`config.mk`:
```
export PLATFORM = sky130hd
export DESIGN_NAME = program_loader_flat
export DESIGN_NICKNAME = d
export VERILOG_FILES = /design/src/rtl/program_loader_if.sv /design/src/rtl/program_loader.sv /design/src/flat_wrapper.sv
export SDC_FILE = /design/constraint.sdc
export NUM_CORES = 1
export LEC_CHECK = 0
export ABC_AREA = 1
export CAP_MARGIN = 25
export CORE_MARGIN = 2
export CORE_UTILIZATION = 39
export DETAILED_ROUTE_END_ITERATION = 10
export PLACE_DENSITY = 0.69
export SYNTH_ARGS = -nofsm -noshare
export SYNTH_HDL_FRONTEND = slang
export SYNTH_SLANG_ARGS = --single-unit
```
`constraint.sdc`:
```
create_clock -name clk -period 1.9 [get_ports clk]
set_clock_uncertainty 0.15 [all_clocks]
set_input_delay 0.19 -clock clk [delete_from_list [all_inputs] [get_ports clk]]
set_output_delay 0.19 -clock clk [all_outputs]
set_load 0.05 [all_outputs]
```
`src/rtl/program_loader_if.sv`:
```
// Stream-in / memory-write bundle for the program loader.
// The master modport is the loader's view; slave is the stream source and memory side.
interface program_loader_if #(
  parameter int AWIDTH = 5,
  parameter int DWIDTH = 8
);
  logic              in_valid;
  logic [DWIDTH-1:0] in_data;
  logic              in_ready;
  logic              mem_wr;
  logic [AWIDTH-1:0] mem_addr;
  logic [DWIDTH-1:0] mem_data;

  modport master (
    input  in_valid, in_data,
    output in_ready, mem_wr, mem_addr, mem_data
  );

  modport slave (
    output in_valid, in_data,
    input  in_ready, mem_wr, mem_addr, mem_data
  );
endinterface

```
`src/rtl/program_loader.sv`:
```
// Loads a length-prefixed, checksummed image from a byte stream into CPU memory,
// then releases the CPU through cpu_run once the checksum matches.
module program_loader #(
  parameter int AWIDTH  = 5,
  parameter int DWIDTH  = 8,
  parameter int TIMEOUT = 1023
) (
  input  logic                clk,
  input  logic                rst,
  input  logic                start,
  program_loader_if.master    bus,
  output logic                cpu_run,
  output logic                busy,
  output logic                done,
  output logic                err
);

  localparam int          TW      = $clog2(TIMEOUT + 1);
  localparam int          CW      = AWIDTH + 1;
  localparam int unsigned MAX_LEN = 2 ** AWIDTH;

  typedef enum logic [2:0] {S_IDLE, S_LEN, S_DATA, S_CSUM, S_RUN, S_ERR} state_e;

  state_e            state_q, state_d;
  logic [CW-1:0]     cnt_q, cnt_d;
  logic [AWIDTH-1:0] addr_q, addr_d;
  logic [DWIDTH-1:0] sum_q, sum_d;
  logic [TW-1:0]     tmo_q, tmo_d;
  logic              wr_q, wr_d;
  logic [AWIDTH-1:0] waddr_q, waddr_d;
  logic [DWIDTH-1:0] wdata_q, wdata_d;
  logic              armed_q;
  logic              run_q, busy_q, err_q;
  logic              loading, accept, start_ok, len_bad;

  assign loading      = (state_q == S_LEN) || (state_q == S_DATA) || (state_q == S_CSUM);
  assign bus.in_ready = loading;
  assign accept       = bus.in_valid & loading;
  // armed_q is low for the first edge after reset release, masking a start held across it
  assign start_ok     = start & armed_q;
  assign len_bad      = (bus.in_data == '0) || (32'(bus.in_data) > MAX_LEN);

  always_comb begin
    // NOTE: every signal gets a default before the case so no path leaves it unassigned (no latches).
    state_d = state_q;
    cnt_d   = cnt_q;
    addr_d  = addr_q;
    sum_d   = sum_q;
    tmo_d   = tmo_q;
    wr_d    = 1'b0;
    waddr_d = waddr_q;
    wdata_d = wdata_q;

    if (loading) tmo_d = accept ? '0 : tmo_q + 1'b1;

    unique case (state_q)
      S_IDLE, S_RUN, S_ERR: begin
        if (start_ok) begin
          state_d = S_LEN;
          tmo_d   = '0;
        end
      end
      S_LEN: begin
        if (accept) begin
          if (len_bad) begin
            state_d = S_ERR;
          end else begin
            cnt_d   = bus.in_data[CW-1:0];
            addr_d  = '0;
            sum_d   = '0;
            state_d = S_DATA;
          end
        end
      end
      S_DATA: begin
        if (accept) begin
          wr_d    = 1'b1;
          waddr_d = addr_q;
          wdata_d = bus.in_data;
          addr_d  = addr_q + 1'b1;
          sum_d   = sum_q + bus.in_data;
          cnt_d   = cnt_q - 1'b1;
          if (cnt_q == CW'(1)) state_d = S_CSUM;
        end
      end
      S_CSUM: begin
        if (accept) state_d = (bus.in_data == sum_q) ? S_RUN : S_ERR;
      end
      default: state_d = S_IDLE;
    endcase

    // A byte accepted in the expiring cycle keeps the load alive.
    if (loading && !accept && tmo_d == TW'(TIMEOUT)) state_d = S_ERR;
  end

  always_ff @(posedge clk or negedge rst) begin
    if (!rst) begin
      state_q <= S_IDLE;
      cnt_q   <= '0;
      addr_q  <= '0;
      sum_q   <= '0;
      tmo_q   <= '0;
      wr_q    <= 1'b0;
      waddr_q <= '0;
      wdata_q <= '0;
      armed_q <= 1'b0;
      run_q   <= 1'b0;
      busy_q  <= 1'b0;
      err_q   <= 1'b0;
    end else begin
      // NOTE: non-blocking assignments so every flop samples pre-edge values.
      state_q <= state_d;
      cnt_q   <= cnt_d;
      addr_q  <= addr_d;
      sum_q   <= sum_d;
      tmo_q   <= tmo_d;
      wr_q    <= wr_d;
      waddr_q <= waddr_d;
      wdata_q <= wdata_d;
      armed_q <= 1'b1;
      run_q   <= (state_d == S_RUN);
      busy_q  <= (state_d == S_LEN) || (state_d == S_DATA) || (state_d == S_CSUM);
      err_q   <= (state_d == S_ERR);
    end
  end

  assign bus.mem_wr   = wr_q;
  assign bus.mem_addr = waddr_q;
  assign bus.mem_data = wdata_q;
  assign cpu_run      = run_q;
  assign done         = run_q;
  assign busy         = busy_q;
  assign err          = err_q;

endmodule

```
`src/flat_wrapper.sv`:
```
// flat-port wrapper written by rule: the top's interface ports become plain ports
module program_loader_flat 
#(
  parameter int AWIDTH  = 5,
  parameter int DWIDTH  = 8,
  parameter int TIMEOUT = 1023
)
  (clk, rst, start, cpu_run, busy, done, err, bus_in_valid, bus_in_data, bus_in_ready, bus_mem_wr, bus_mem_addr, bus_mem_data);
  program_loader_if #(.AWIDTH(AWIDTH), .DWIDTH(DWIDTH)) bus_i ();
  input  logic clk;
  input  logic rst;
  input  logic start;
  output logic cpu_run;
  output logic busy;
  output logic done;
  output logic err;
  input wire logic [$bits(bus_i.in_valid)-1:0] bus_in_valid;
  input wire logic [$bits(bus_i.in_data)-1:0] bus_in_data;
  output wire logic [$bits(bus_i.in_ready)-1:0] bus_in_ready;
  output wire logic [$bits(bus_i.mem_wr)-1:0] bus_mem_wr;
  output wire logic [$bits(bus_i.mem_addr)-1:0] bus_mem_addr;
  output wire logic [$bits(bus_i.mem_data)-1:0] bus_mem_data;
  assign bus_i.in_valid = bus_in_valid;
  assign bus_i.in_data = bus_in_data;
  assign bus_in_ready = bus_i.in_ready;
  assign bus_mem_wr = bus_i.mem_wr;
  assign bus_mem_addr = bus_i.mem_addr;
  assign bus_mem_data = bus_i.mem_data;
  program_loader #(.AWIDTH(AWIDTH), .DWIDTH(DWIDTH), .TIMEOUT(TIMEOUT)) u_core (.clk(clk), .rst(rst), .start(start), .bus(bus_i), .cpu_run(cpu_run), .busy(busy), .done(done), .err(err));
endmodule
```
---- Word-level counts from Yosys, hierarchy flattened ----
Cells that the tools add are included.
word-level totals
  bits in writable memories ............... 0
  bits in read-only memories .............. 0
  bits in latches ......................... 0
  input bits .............................. 12
  register bits ........................... 50
  memories kept ........................... 0
cells by class
  equal/unequal tests ..................... 16
  order comparisons ....................... 1
  reductions and logical operators ........ 14
  multiply operators ...................... 0
  add/subtract/negate cells ............... 4
  muxes and demuxes ....................... 27
  bitwise operators ....................... 2
  shift-type cells ........................ 0
  div/mod/pow operators ................... 0
operator list
  operator                                                                         number
  10-bit 2-to-1 mux                                                                4
  8-bit 2-to-1 mux                                                                 3
  3-bit 2-to-1 mux                                                                 7
  6-bit 2-to-1 mux                                                                 3
  8-bit one-hot mux with 2 select lines                                            1
  5-bit 2-to-1 mux                                                                 3
  3-bit by 2-bit equality test with 1-bit output, second input constant            4
  3-bit equality test, second input constant                                       4
  3-bit one-hot mux with 4 select lines                                            1
  6-bit one-hot mux with 2 select lines                                            1
  10-bit by 1-bit adder with 10-bit output, second input constant                  1
  10-bit equality test, second input constant                                      1
  5-bit one-hot mux with 2 select lines                                            1
  8-bit adder                                                                      1
  8-bit equality test                                                              1
  8-bit by 6-bit greater-than comparator with 1-bit output, second input constant  1
  8-bit zero test                                                                  1
  3-bit by 1-bit equality test with 1-bit output, second input constant            2
  6-bit by 1-bit equality test with 1-bit output, second input constant            1
  6-bit by 1-bit subtractor with 6-bit output, second input constant               1
  5-bit by 1-bit adder with 5-bit output, second input constant                    1
  1-bit logical OR                                                                 5
  2-bit by 1-bit inequality test with 1-bit output, second input constant          2
  4-bit AND reduction                                                              1
  9 further kinds                                                                  13

---- Logic depth before layout (Yosys ltp) ----
Gate-level depths: netlist of the first run.
  word-level depth ........................ 14
  gate-level depth with buffers ........... 15

---- Worst setup path after synthesis of the first run ----
OpenSTA, ideal clock, no wires.
  path type ............................... register -> register
  start point ............................. register u_core.sum_q[0]
  end point ............................... register u_core.sum_q[6]
  cell stages (with the launch flop) ...... 12
  data arrival time ....................... 1.759 ns
  data required time ...................... 1.667 ns
  path buffers ............................ 0
  path slack .............................. -0.092 ns
  path through ............................ dfrtp_1 -> ha_1 -> fa_1 -> nand2_1 -> inv_1 -> o21ai_0 -> a21boi_0 -> nor2_1 -> nor2_1 -> o21ai_0 -> nand2_1 -> o21ai_0
between the ends
  word-level cells in the longest chain between the ends .. 3
ends and longest elaborated chain
  element                                line                   text
  start: declaration                     program_loader.sv:27   logic [DWIDTH-1:0] sum_q, sum_d;
  start signal: assignment               program_loader.sv:115  sum_q <= sum_d;
  8-bit adder                            program_loader.sv:81   sum_d = sum_q + bus.in_data;
  8-bit 2-to-1 mux                       program_loader.sv:76   if (accept) begin
  8-bit one-hot mux with 2 select lines  program_loader.sv:56   unique case (state_q)
Every way passes these cells. The select of a mux whose other input is x is not followed.
A chain may end at the register's enable or synchronous reset.

---- Final worst setup path of the first run ----
  start point ............................. register u_core.state_q[1]
  end point ............................... register u_core.busy_q (netlist: u_core.busy)
between the ends
  word-level cells in the longest chain between the ends .. 14
ends and longest elaborated chain
  element                                                                                                           line                   text
  start: declaration                                                                                                program_loader.sv:24   state_e state_q, state_d;
  start signal: assignment                                                                                          program_loader.sv:112  state_q <= state_d;
  3-bit by 1-bit equality test with 1-bit output or 3-bit by 2-bit equality test with 1-bit output (tied branches)  program_loader.sv:36   assign loading = (state_q == S_LEN) || (state_q == S_DATA) || (state_q == S_CSUM);
  1-bit logical OR (2 in a row)                                                                                     program_loader.sv:36
  1-bit bitwise AND                                                                                                 program_loader.sv:38   assign accept = bus.in_valid & loading;
  10-bit 2-to-1 mux (2 in a row)                                                                                    program_loader.sv:54   if (loading) tmo_d = accept ? '0 : tmo_q + 1'b1;
  10-bit 2-to-1 mux                                                                                                 program_loader.sv:58   if (start_ok) begin
  10-bit 2-to-1 mux (*)                                                                                             program_loader.sv:56
  named net u_core.tmo_d[6]                                                                                         program_loader.sv:28   logic [TW-1:0] tmo_q, tmo_d;
  10-bit equality test (*)                                                                                          program_loader.sv:93   if (loading && !accept && tmo_d == TW'(TIMEOUT)) state_d = S_ERR;
  1-bit logical AND (*)                                                                                             program_loader.sv:93
  3-bit 2-to-1 mux (*)                                                                                              program_loader.sv:93
  3-bit by 1-bit equality test with 1-bit output or 3-bit by 2-bit equality test with 1-bit output (tied branches)  program_loader.sv:122  busy_q <= (state_d == S_LEN) || (state_d == S_DATA) || (state_d == S_CSUM);
  1-bit logical OR                                                                                                  program_loader.sv:122
  1-bit logical OR (*)                                                                                              program_loader.sv:122
  end signal: assignment                                                                                            program_loader.sv:122
  end: declaration                                                                                                  program_loader.sv:33   logic run_q, busy_q, err_q;
The timed path passes the listed nets; every way through them passes the cells marked *.

==> flow_summary_export.csv, run 1 <==
group,metric,value,unit
outcome,status,"complete, but fails checks",
outcome,violations,"setup timing",
synthesis,synthTopCellsByArea,"dfrtp_1 45%, nand2_1 12%, inv_1 6.3%",
synthesis,postSynthAreaPerCell,7.84,um^2
sta,drv_slew,0,
sta,hold_violations,0,
global_routing,grt_pass1_wl,10.9,mm
setup_path,start_kind,"flip-flop",
run,max_cap_violations,0,
placed_design,place_ws,-0.427,ns
floorplanning,die_w,88.6,um
routing,drtAntennaViolNets,0,
hold_path,hold_class,"in -> reg",
routing,drc,0,
clocking,cts_tree,"done",
setup_path,worst_setup_path_end_kind,"flip-flop",
synthesis,synth-edff-count,0,
placed_design,gp_congestion,0.867,
floorplanning,top_level_ports,31,
setup_path,path_max_fanout,6,
setup_path,crit_arrival,2.07,ns
finish,synthToLayoutAreaGrowth,42.2,%
synthesis,synth_area_leader_cell,"dfrtp_1",
pwr,finalPower,4.35,mW
setup_path,worst-path-stages,11,
sta,slew_headroom,0.668,
synthesis,synth_ff_type,"dfrtp_1",
placed_design,placed_area,3490,um^2
synthesis,synth_area,2790,um^2
pwr,irDropWorstVdd,0.000806,V
synthesis,yosys.cell_count.top_type,"nand2_1",
synthesis,ys_async_sr_fraction,1.00,
global_routing,antenna_found_initial,0,
floorplanning,initial_core_util,0.407,
setup_path,path_cells,"o21ai_4, nor2_4, buf_4, nand3_1, nand2_2, nor2_2, nand3_1, nor2_2, nand2_4, o211ai_1, inv_1",
finish,drive_gt1_frac,0.274,
global_routing,grt_remaining_overflow,0,
global_routing,track_usage,0.175,
clocking,clk_pin_slew,0.11,ns
floorplanning,core_area,6870,um^2
sta,post-route-min-period,2.02,ns
placed_design,port_buffers,30,
routing,wl,6.97,mm
floorplanning,num_rows,30,
setup_path,reg2reg_to,"u_core.busy",
clocking,cts_sinks,50,
clocking,cts_root_buffer,"clkbuf_8",
finish,nets,464,
routing,drtIter0Drc,111,
setup_path,ff2ff_setup_slack,-0.12,ns
synthesis,syn_inst,356,
synthesis,ys.warnings.count,0,
global_routing,grt_max_degree,32,
floorplanning,dieArea,7850,um^2
routing,routed-via-count,2628,
routing,routed_via_density,4.89,
finish,diodes,0,
setup_path,reg2reg_from,"u_core.state_q[1]",
pwr,p_leak,1.98,nW
pwr,p_per_area,1100,nW/um^2
sta,rsz0062_at_grt,"true",
clocking,clk_latency,0.31,ns
setup_path,crit_slowest_cell,"dfrtp_2",
sta,post-route-period-util,1.07,
setup_path,cp-endpoint,"u_core.busy",
setup_path,cp_top_family,"simple AND/OR/NAND/NOR gates",
synthesis,synthesis.nets,380,
synthesis,ys_ff_latch,50,
setup_path,reg2regPathDepth,11,
sta,timing.fmax,494,MHz
global_routing,grt_pass1_vias,2427,
sta,worst_slew_pin_slew,0.497,ns
sta,setup_viol,5,
synthesis,synth_cell_types,39,
clocking,cts_max_level,2,
setup_path,cp.required,1.94,ns
synthesis,synth_commonest_cells,"91 x nand2_1, 50 x dfrtp_1, 47 x inv_1, 40 x nor2_1, 23 x o21ai_0",
clocking,cts_max_path_buffers,2,
setup_path,worstSetupStartpoint,"u_core.state_q[1]",
routing,drt_pass1_iterations,4,
synthesis,ys_seq_area_frac,0.448,
finish,final_util,0.578,
finish,fill_cells,615,
routing,wl_per_cell,13.0,um
setup_path,crit_type,"reg -> reg",
clocking,cts_buffers,5,
placed_design,hpwl,4.73,mm
finish,design_area,3970,um^2
floorplanning,die_y,88.6,um
synthesis,synth_top_cell_area_share,0.448,
setup_path,critical-path-max-stage-delay,0.49,ns
setup_path,critical_path_buf_inv_count,2,
sta,finalWorstSetupSlack,-0.124,ns
-- cell type report --
| class | count | area [um^2] | area share |
|---|---|---|---|
| Sequential cell | 50 | 1250 | 0.316 |
| Inverter | 53 | 214 | 0.0539 |
| Clock inverter | 3 | 68.8 | 0.0173 |
| Clock buffer | 5 | 68.8 | 0.0173 |
| Tap cell | 96 | 120 | 0.0303 |
| Timing Repair Buffer | 83 | 736 | 0.185 |
| Multi-Input combinational cell | 247 | 1510 | 0.380 |
-- kinds of logic (layout without fill, tap and decap cells) --
logic type	Yosys count	after routing	share of synthesized area
and+or+nand+nor	176	176	0.277
adders and majority gates	12	12	0.0565
xor gates and xnor gates	5	5	0.0157
other	1	1	0.00134
AOI/OAI and AO/OA	53	53	0.116
DFF	50	50	0.448
buffers and inverters	59	144	0.0851
-- metrics by stage --
step	hold WS, ns	cells	setup TNS (ns)
after floorplan	-0.256	356	0
after global placement	0.0252	515	-3.46
after detailed placement	0.0315	515	-4.12
after CTS	0.236	525	0
after global routing	0.188	537	-1.19
final	0.145	537	-0.421
-- power by group --
group	internal, mW	total, mW	switching (mW)
clock network	0.528	0.906	0.378
registers	1.23	1.38	0.152
logic	0.877	2.06	1.18
-- routing by layer --
layer / wire (um) / vias to the layer above / track usage
li1: - / 1314 / -
met1: 3360 / 1246 / 0.249
met2: 3290 / 55 / 0.276
met3: 200 / 13 / 0.0289
met4: 113 / 0 / 0.0468
met5: 0 / - / 0
-- worst min-delay path by stage --
| stage | start | to | slack [ns] | cells after the start |
|---|---|---|---|---|
| 2_1_floorplan | rst | u_core.addr_q[0] | -0.26 | 0 |
| 5_1_grt | bus_in_data[1] | u_core.bus.mem_data[1] | 0.19 | 3 |
| 4_1_cts | rst | u_core.bus.mem_data[0] | 0.24 | 2 |
| 3_5_place_dp | rst | u_core.bus.mem_data[0] | 0.03 | 1 |
| 3_3_place_gp | rst | u_core.bus.mem_data[0] | 0.03 | 1 |
| 6_report | bus_in_data[1] | u_core.bus.mem_data[1] | 0.15 | 3 |
-- layout by cell type (no fill, tap or decap), types with 4 or more instances in the layout --
| master | instances |
|---|---|
| nor2_2 | 10 |
| a21oi_1 | 9 |
| nand4_1 | 5 |
| clkdlybuf4s50_1 | 27 |
| dfrtp_1 | 48 |
| buf_6 | 4 |
| nand3_1 | 16 |
| nand2_1 | 80 |
| nor3_1 | 5 |
| ha_1 | 8 |
| nor2_4 | 4 |
| nand2_2 | 11 |
| clkbuf_8 | 5 |
| nand2_8 | 4 |
| nor2_1 | 30 |
| o21ai_0 | 17 |
| inv_1 | 46 |
| nand3_2 | 5 |
| buf_4 | 47 |
-- worst min-delay path, stage by stage --
cell and delay [ns]:
dlymetal6s2s_1 0.18, inv_1 0.12, o21ai_0 0.09
-- registers in the layout (all words and copies together), names as in the netlist --
name,count
u_core.sum_q,8
u_core.err,1
u_core.bus.mem_addr,5
u_core.cnt_q,6
u_core.armed_q,1
u_core.bus.mem_wr,1
u_core.busy,1
u_core.state_q,3
u_core.tmo_q,10
u_core.bus.mem_data,8
u_core.addr_q,5
u_core.cpu_run,1
-- repair_timing --
action                                 CTS  global route
setup endpoints to repair                4            21
endpoints found under the hold margin   19             0
pin swaps                                2            25
gates resized for setup                  7            58
hold buffers                             1             0
setup buffers                            1            12
(Power assumes the default switching activity.)
==> run 2: changes to the inputs <==
SKIP_CTS_REPAIR_TIMING = 1   (was unset)
==> flow_summary_export.csv, run 2 (synthesized netlist as in run 1, its figures left out) <==
group,metric,value,unit
floorplanning,num_rows,30,
clocking,clk_latency,0.31,ns
routing,wl_per_cell,13.0,um
clocking,cts_max_path_buffers,2,
placed_design,gp_congestion,0.867,
pwr,p_comb_frac,0.473,
pwr,p_seq_frac,0.319,
finish,final_cell_mix,"82 x nand2_1, 48 x dfrtp_1, 46 x inv_1, 43 x buf_4, 29 x nor2_1",
pwr,p_leak,1.98,nW
global_routing,grt_pass1_vias,2394,
run,max_cap_violations,0,
routing,wl,6.94,mm
sta,drv_slew,0,
pwr,irDropWorstVdd,0.000807,V
setup_path,start_kind,"flip-flop",
pwr,p_per_area,1100,nW/um^2
setup_path,cp.required,1.94,ns
setup_path,worstSetupStartpoint,"u_core.state_q[2]",
finish,design_area,3960,um^2
global_routing,grt_pass1_wl,10.8,mm
finish,largest_reg_flops,10,
pwr,clkPwrFrac,0.207,
clocking,clk_pin_slew,0.11,ns
floorplanning,die_w,88.6,um
setup_path,cp-endpoint,"u_core.busy",
setup_path,reg2reg_to,"u_core.busy",
routing,drc,0,
global_routing,grt_remaining_overflow,0,
global_routing,antenna_found_initial,0,
clocking,cts_tree,"done",
finish,drive_gt1_frac,0.265,
finish,mostFrequentLayoutCell,"nand2_1",
clocking,cts_root_buffer,"clkbuf_8",
global_routing,track_usage,0.173,
setup_path,reg2regPathDepth,13,
pwr,power.internal,2.62,mW
outcome,violations,"setup timing",
setup_path,reg2reg_from,"u_core.state_q[2]",
sta,post-route-min-period,1.97,ns
setup_path,ff2ff_setup_slack,-0.07,ns
sta,finalWorstSetupSlack,-0.0658,ns
pwr,switching_power,1.73,mW
setup_path,path_max_fanout,7,
global_routing,grt_max_degree,32,
hold_path,hold_class,"in -> reg",
pwr,finalPower,4.35,mW
pwr,netSwitchingFraction,0.397,
placed_design,hpwl,4.73,mm
finish,top_register,"u_core.tmo_q",
routing,drtAntennaViolNets,0,
placed_design,placed_area,3490,um^2
sta,post-route-period-util,1.03,
setup_path,crit_arrival,2.01,ns
floorplanning,die_y,88.6,um
sta,rsz0062_at_grt,"true",
routing,drt_pass1_iterations,4,
routing,routed_via_density,4.84,
clocking,cts_sinks,50,
finish,diodes,0,
setup_path,crit_slowest_cell,"dfrtp_1",
sta,worst_slew_pin_slew,0.497,ns
sta,setup_viol,4,
clocking,cts_max_level,2,
floorplanning,dieArea,7850,um^2
sta,slew_headroom,0.668,
floorplanning,top_level_ports,31,
setup_path,path_cells,"inv_4, nand2_8, nand2_8, buf_6, nand2_1, nand2_1, nand3_1, nor2_1, nand3_1, nor2_2, nand2_4, o211ai_1, inv_1",
setup_path,critical-path-max-stage-delay,0.44,ns
floorplanning,initial_core_util,0.407,
clocking,cts_buffers,5,
sta,hold_violations,0,
floorplanning,core_area,6870,um^2
setup_path,worst_setup_path_end_kind,"flip-flop",
finish,nets,461,
outcome,status,"complete, but fails checks",
setup_path,crit_type,"reg -> reg",
sta,timing.fmax,509,MHz
routing,routed-via-count,2587,
routing,drtIter0Drc,118,
placed_design,port_buffers,30,
finish,synthToLayoutAreaGrowth,41.8,%
## run 2: worst min-delay path by stage
stage | from | end | slack, ns | cells after the start
after floorplan | rst | u_core.addr_q[0] | -0.26 | 0
after global placement | rst | u_core.bus.mem_data[0] | 0.03 | 1
after detailed placement | rst | u_core.bus.mem_data[0] | 0.03 | 1
after CTS | rst | u_core.bus.mem_data[0] | -0.31 | 1
after global routing | bus_in_data[1] | u_core.bus.mem_data[1] | 0.19 | 3
final | bus_in_data[1] | u_core.bus.mem_data[1] | 0.15 | 3
## run 2: layout make-up
cell class	count	area (um^2)
inverters	53	214
flip-flops and latches	50	1250
clock inverters	3	68.8
fillers	616	2910
well taps	96	120
repair buffers	80	717
clock buffers	5	68.8
multi-input cells	247	1520
## run 2: worst max-delay path, delay by kind of cell (launching register included)
| family | cells | cell delay, ns |
|---|---|---|
| DFF | 1 | 0.44 |
| AOI/OAI and AO/OA | 1 | 0.09 |
| buffers and inverters | 3 | 0.30 |
| and+or+nand+nor | 9 | 0.86 |
## run 2: power groups by stage
stage / sequential (mW) / combinational, mW / clock [mW]
after CTS: 1.35 / 1.62 / 0.922
final: 1.39 / 2.06 / 0.902
after global placement: 1.36 / 1.60 / 0
after global routing: 1.41 / 2.24 / 0.958
after floorplan: 1.54 / 0.841 / 0
after detailed placement: 1.37 / 1.62 / 0
## run 2: through the flow
stage	hold slack (ns)	cells	TNS [ns]	setup slack [ns]	util
finish	0.149	534	-0.172	-0.0658	0.577
global placement	0.0252	515	-3.46	-0.390	0.508
CTS	-0.310	523	-0.182	-0.135	0.528
global route	0.190	534	-0.858	-0.168	0.577
floorplan	-0.256	356	0	0.0156	-
detailed placement	0.0315	515	-4.12	-0.427	0.508
## run 2: per-layer routing
layer	track usage	part of all wire	vias to the layer above
met2	0.271	0.48	49
met5	0	0	-
met4	0.0468	0.0091	0
met1	0.249	0.48	1227
met3	0.0289	0.027	4
li1	-	-	1307
==> run 3: changes to the inputs <==
TNS_END_PERCENT = 10   (was unset)
==> flow_summary_export.csv, run 3 (synthesized netlist as in run 1, its figures left out) <==
group,metric,value,unit
outcome,status,"complete, but fails checks",
outcome,violations,"setup timing",
pwr,clkPwrFrac,0.223,
finish,mostFrequentLayoutCell,"nand2_1",
routing,drtAntennaViolNets,0,
routing,routed_via_density,4.76,
hold_path,hold_class,"in -> async",
sta,setup_viol,3,
pwr,p_seq_frac,0.339,
setup_path,start_kind,"flip-flop",
setup_path,reg2reg_from,"u_core.state_q[2]",
floorplanning,core_area,6870,um^2
finish,nets,454,
global_routing,grt_max_degree,32,
finish,drive_gt1_frac,0.213,
routing,drtIter0Drc,106,
finish,largest_reg_flops,10,
run,max_cap_violations,0,
floorplanning,num_rows,30,
setup_path,reg2reg_to,"u_core.busy",
pwr,p_per_area,1080,nW/um^2
placed_design,place_ws,-0.427,ns
placed_design,gp_congestion,0.867,
clocking,cts_root_buffer,"clkbuf_8",
global_routing,grt_pass1_vias,2394,
setup_path,path_max_fanout,6,
sta,worst_slew_pin_slew,0.498,ns
global_routing,grt_pass1_wl,10.8,mm
routing,routed-via-count,2506,
clocking,clk_pin_slew,0.11,ns
routing,drt_pass1_iterations,4,
placed_design,hpwl,4.73,mm
setup_path,worstSetupStartpoint,"u_core.state_q[2]",
setup_path,crit_arrival,2.00,ns
setup_path,worst_setup_path_end_kind,"flip-flop",
pwr,irDropWorstVdd,0.000797,V
setup_path,cp-endpoint,"u_core.busy",
floorplanning,die_w,88.6,um
routing,wl,6.47,mm
sta,slew_headroom,0.667,
sta,timing.fmax,510,MHz
clocking,cts_tree,"done",
finish,synthToLayoutAreaGrowth,34.9,%
clocking,clk_latency,0.30,ns
floorplanning,top_level_ports,31,
setup_path,ff2ff_setup_slack,-0.06,ns
finish,top_register,"u_core.tmo_q",
setup_path,cp.required,1.94,ns
setup_path,crit_type,"reg -> reg",
pwr,finalPower,4.05,mW
floorplanning,die_y,88.6,um
global_routing,grt_remaining_overflow,0,
clocking,cts_sinks,50,
sta,finalWorstSetupSlack,-0.0612,ns
pwr,power.internal,2.47,mW
routing,wl_per_cell,12.3,um
sta,post-route-min-period,1.96,ns
sta,hold_violations,0,
finish,final_cell_mix,"88 x nand2_1, 48 x dfrtp_1, 46 x inv_1, 40 x buf_4, 36 x nor2_1",
setup_path,reg2regPathDepth,13,
pwr,switching_power,1.58,mW
pwr,p_comb_frac,0.438,
pwr,netSwitchingFraction,0.390,
global_routing,antenna_found_initial,0,
clocking,cts_max_level,2,
pwr,p_leak,1.90,nW
global_routing,track_usage,0.173,
floorplanning,initial_core_util,0.407,
floorplanning,dieArea,7850,um^2
routing,drc,0,
sta,rsz0062_at_grt,"true",
placed_design,port_buffers,30,
clocking,cts_max_path_buffers,2,
sta,post-route-period-util,1.03,
clocking,cts_buffers,5,
finish,diodes,0,
sta,drv_slew,0,
## run 3: worst min path at each step
stage,startpoint,end,slack [ns],cells after the start
final,rst,u_core.bus.mem_data[0],0.21,2
after global routing,rst,u_core.bus.mem_data[7],0.25,2
after CTS,rst,u_core.bus.mem_data[0],-0.31,1
after detailed placement,rst,u_core.bus.mem_data[0],0.03,1
after global placement,rst,u_core.bus.mem_data[0],0.03,1
after floorplan,rst,u_core.addr_q[0],-0.26,0
## run 3: cell type report
cell class / instances / area (um^2)
Fill cell: 638 / 3100
Multi-Input combinational cell: 247 / 1400
Sequential cell: 50 / 1250
Timing Repair Buffer: 73 / 647
Inverter: 53 / 206
Tap cell: 96 / 120
Clock buffer: 5 / 68.8
Clock inverter: 3 / 68.8
## run 3: power groups by stage
| stage | clock (mW) | combinational, mW | sequential (mW) |
|---|---|---|---|
| global placement | 0 | 1.60 | 1.36 |
| detailed placement | 0 | 1.62 | 1.37 |
| finish | 0.903 | 1.78 | 1.38 |
| floorplan | 0 | 0.841 | 1.54 |
| global route | 0.964 | 1.96 | 1.40 |
| CTS | 0.922 | 1.62 | 1.35 |
## run 3: per-layer routing
metal | routed length (um) | up-vias | global-route usage
li1 | - | 1290 | -
met3 | 192 | 4 | 0.0289
met4 | 59 | 0 | 0.0468
met2 | 2930 | 52 | 0.271
met5 | 0 | - | 0
met1 | 3280 | 1160 | 0.249
## run 3: through the flow
step | utilization | instance area, um^2 | hold WS (ns) | cells | setup TNS, ns
floorplan | - | 2800 | -0.256 | 356 | 0
global placement | 0.508 | 3490 | 0.0252 | 515 | -3.46
detailed placement | 0.508 | 3490 | 0.0315 | 515 | -4.12
CTS | 0.528 | 3630 | -0.310 | 523 | -0.182
global route | 0.548 | 3770 | 0.252 | 527 | -1.20
finish | 0.548 | 3770 | 0.214 | 527 | -0.127
## run 3: worst max-delay path: stages, from the launching register on
cell,delay [ns]
dfrtp_1,0.44
inv_4,0.14
nand2_8,0.09
nand3_2,0.16
buf_4,0.15
nand3_1,0.08
nand2_1,0.07
nand2_1,0.06
inv_2,0.05
nand2_1,0.05
nor2_2,0.13
nand2_2,0.11
o211ai_1,0.10
inv_1,0.05
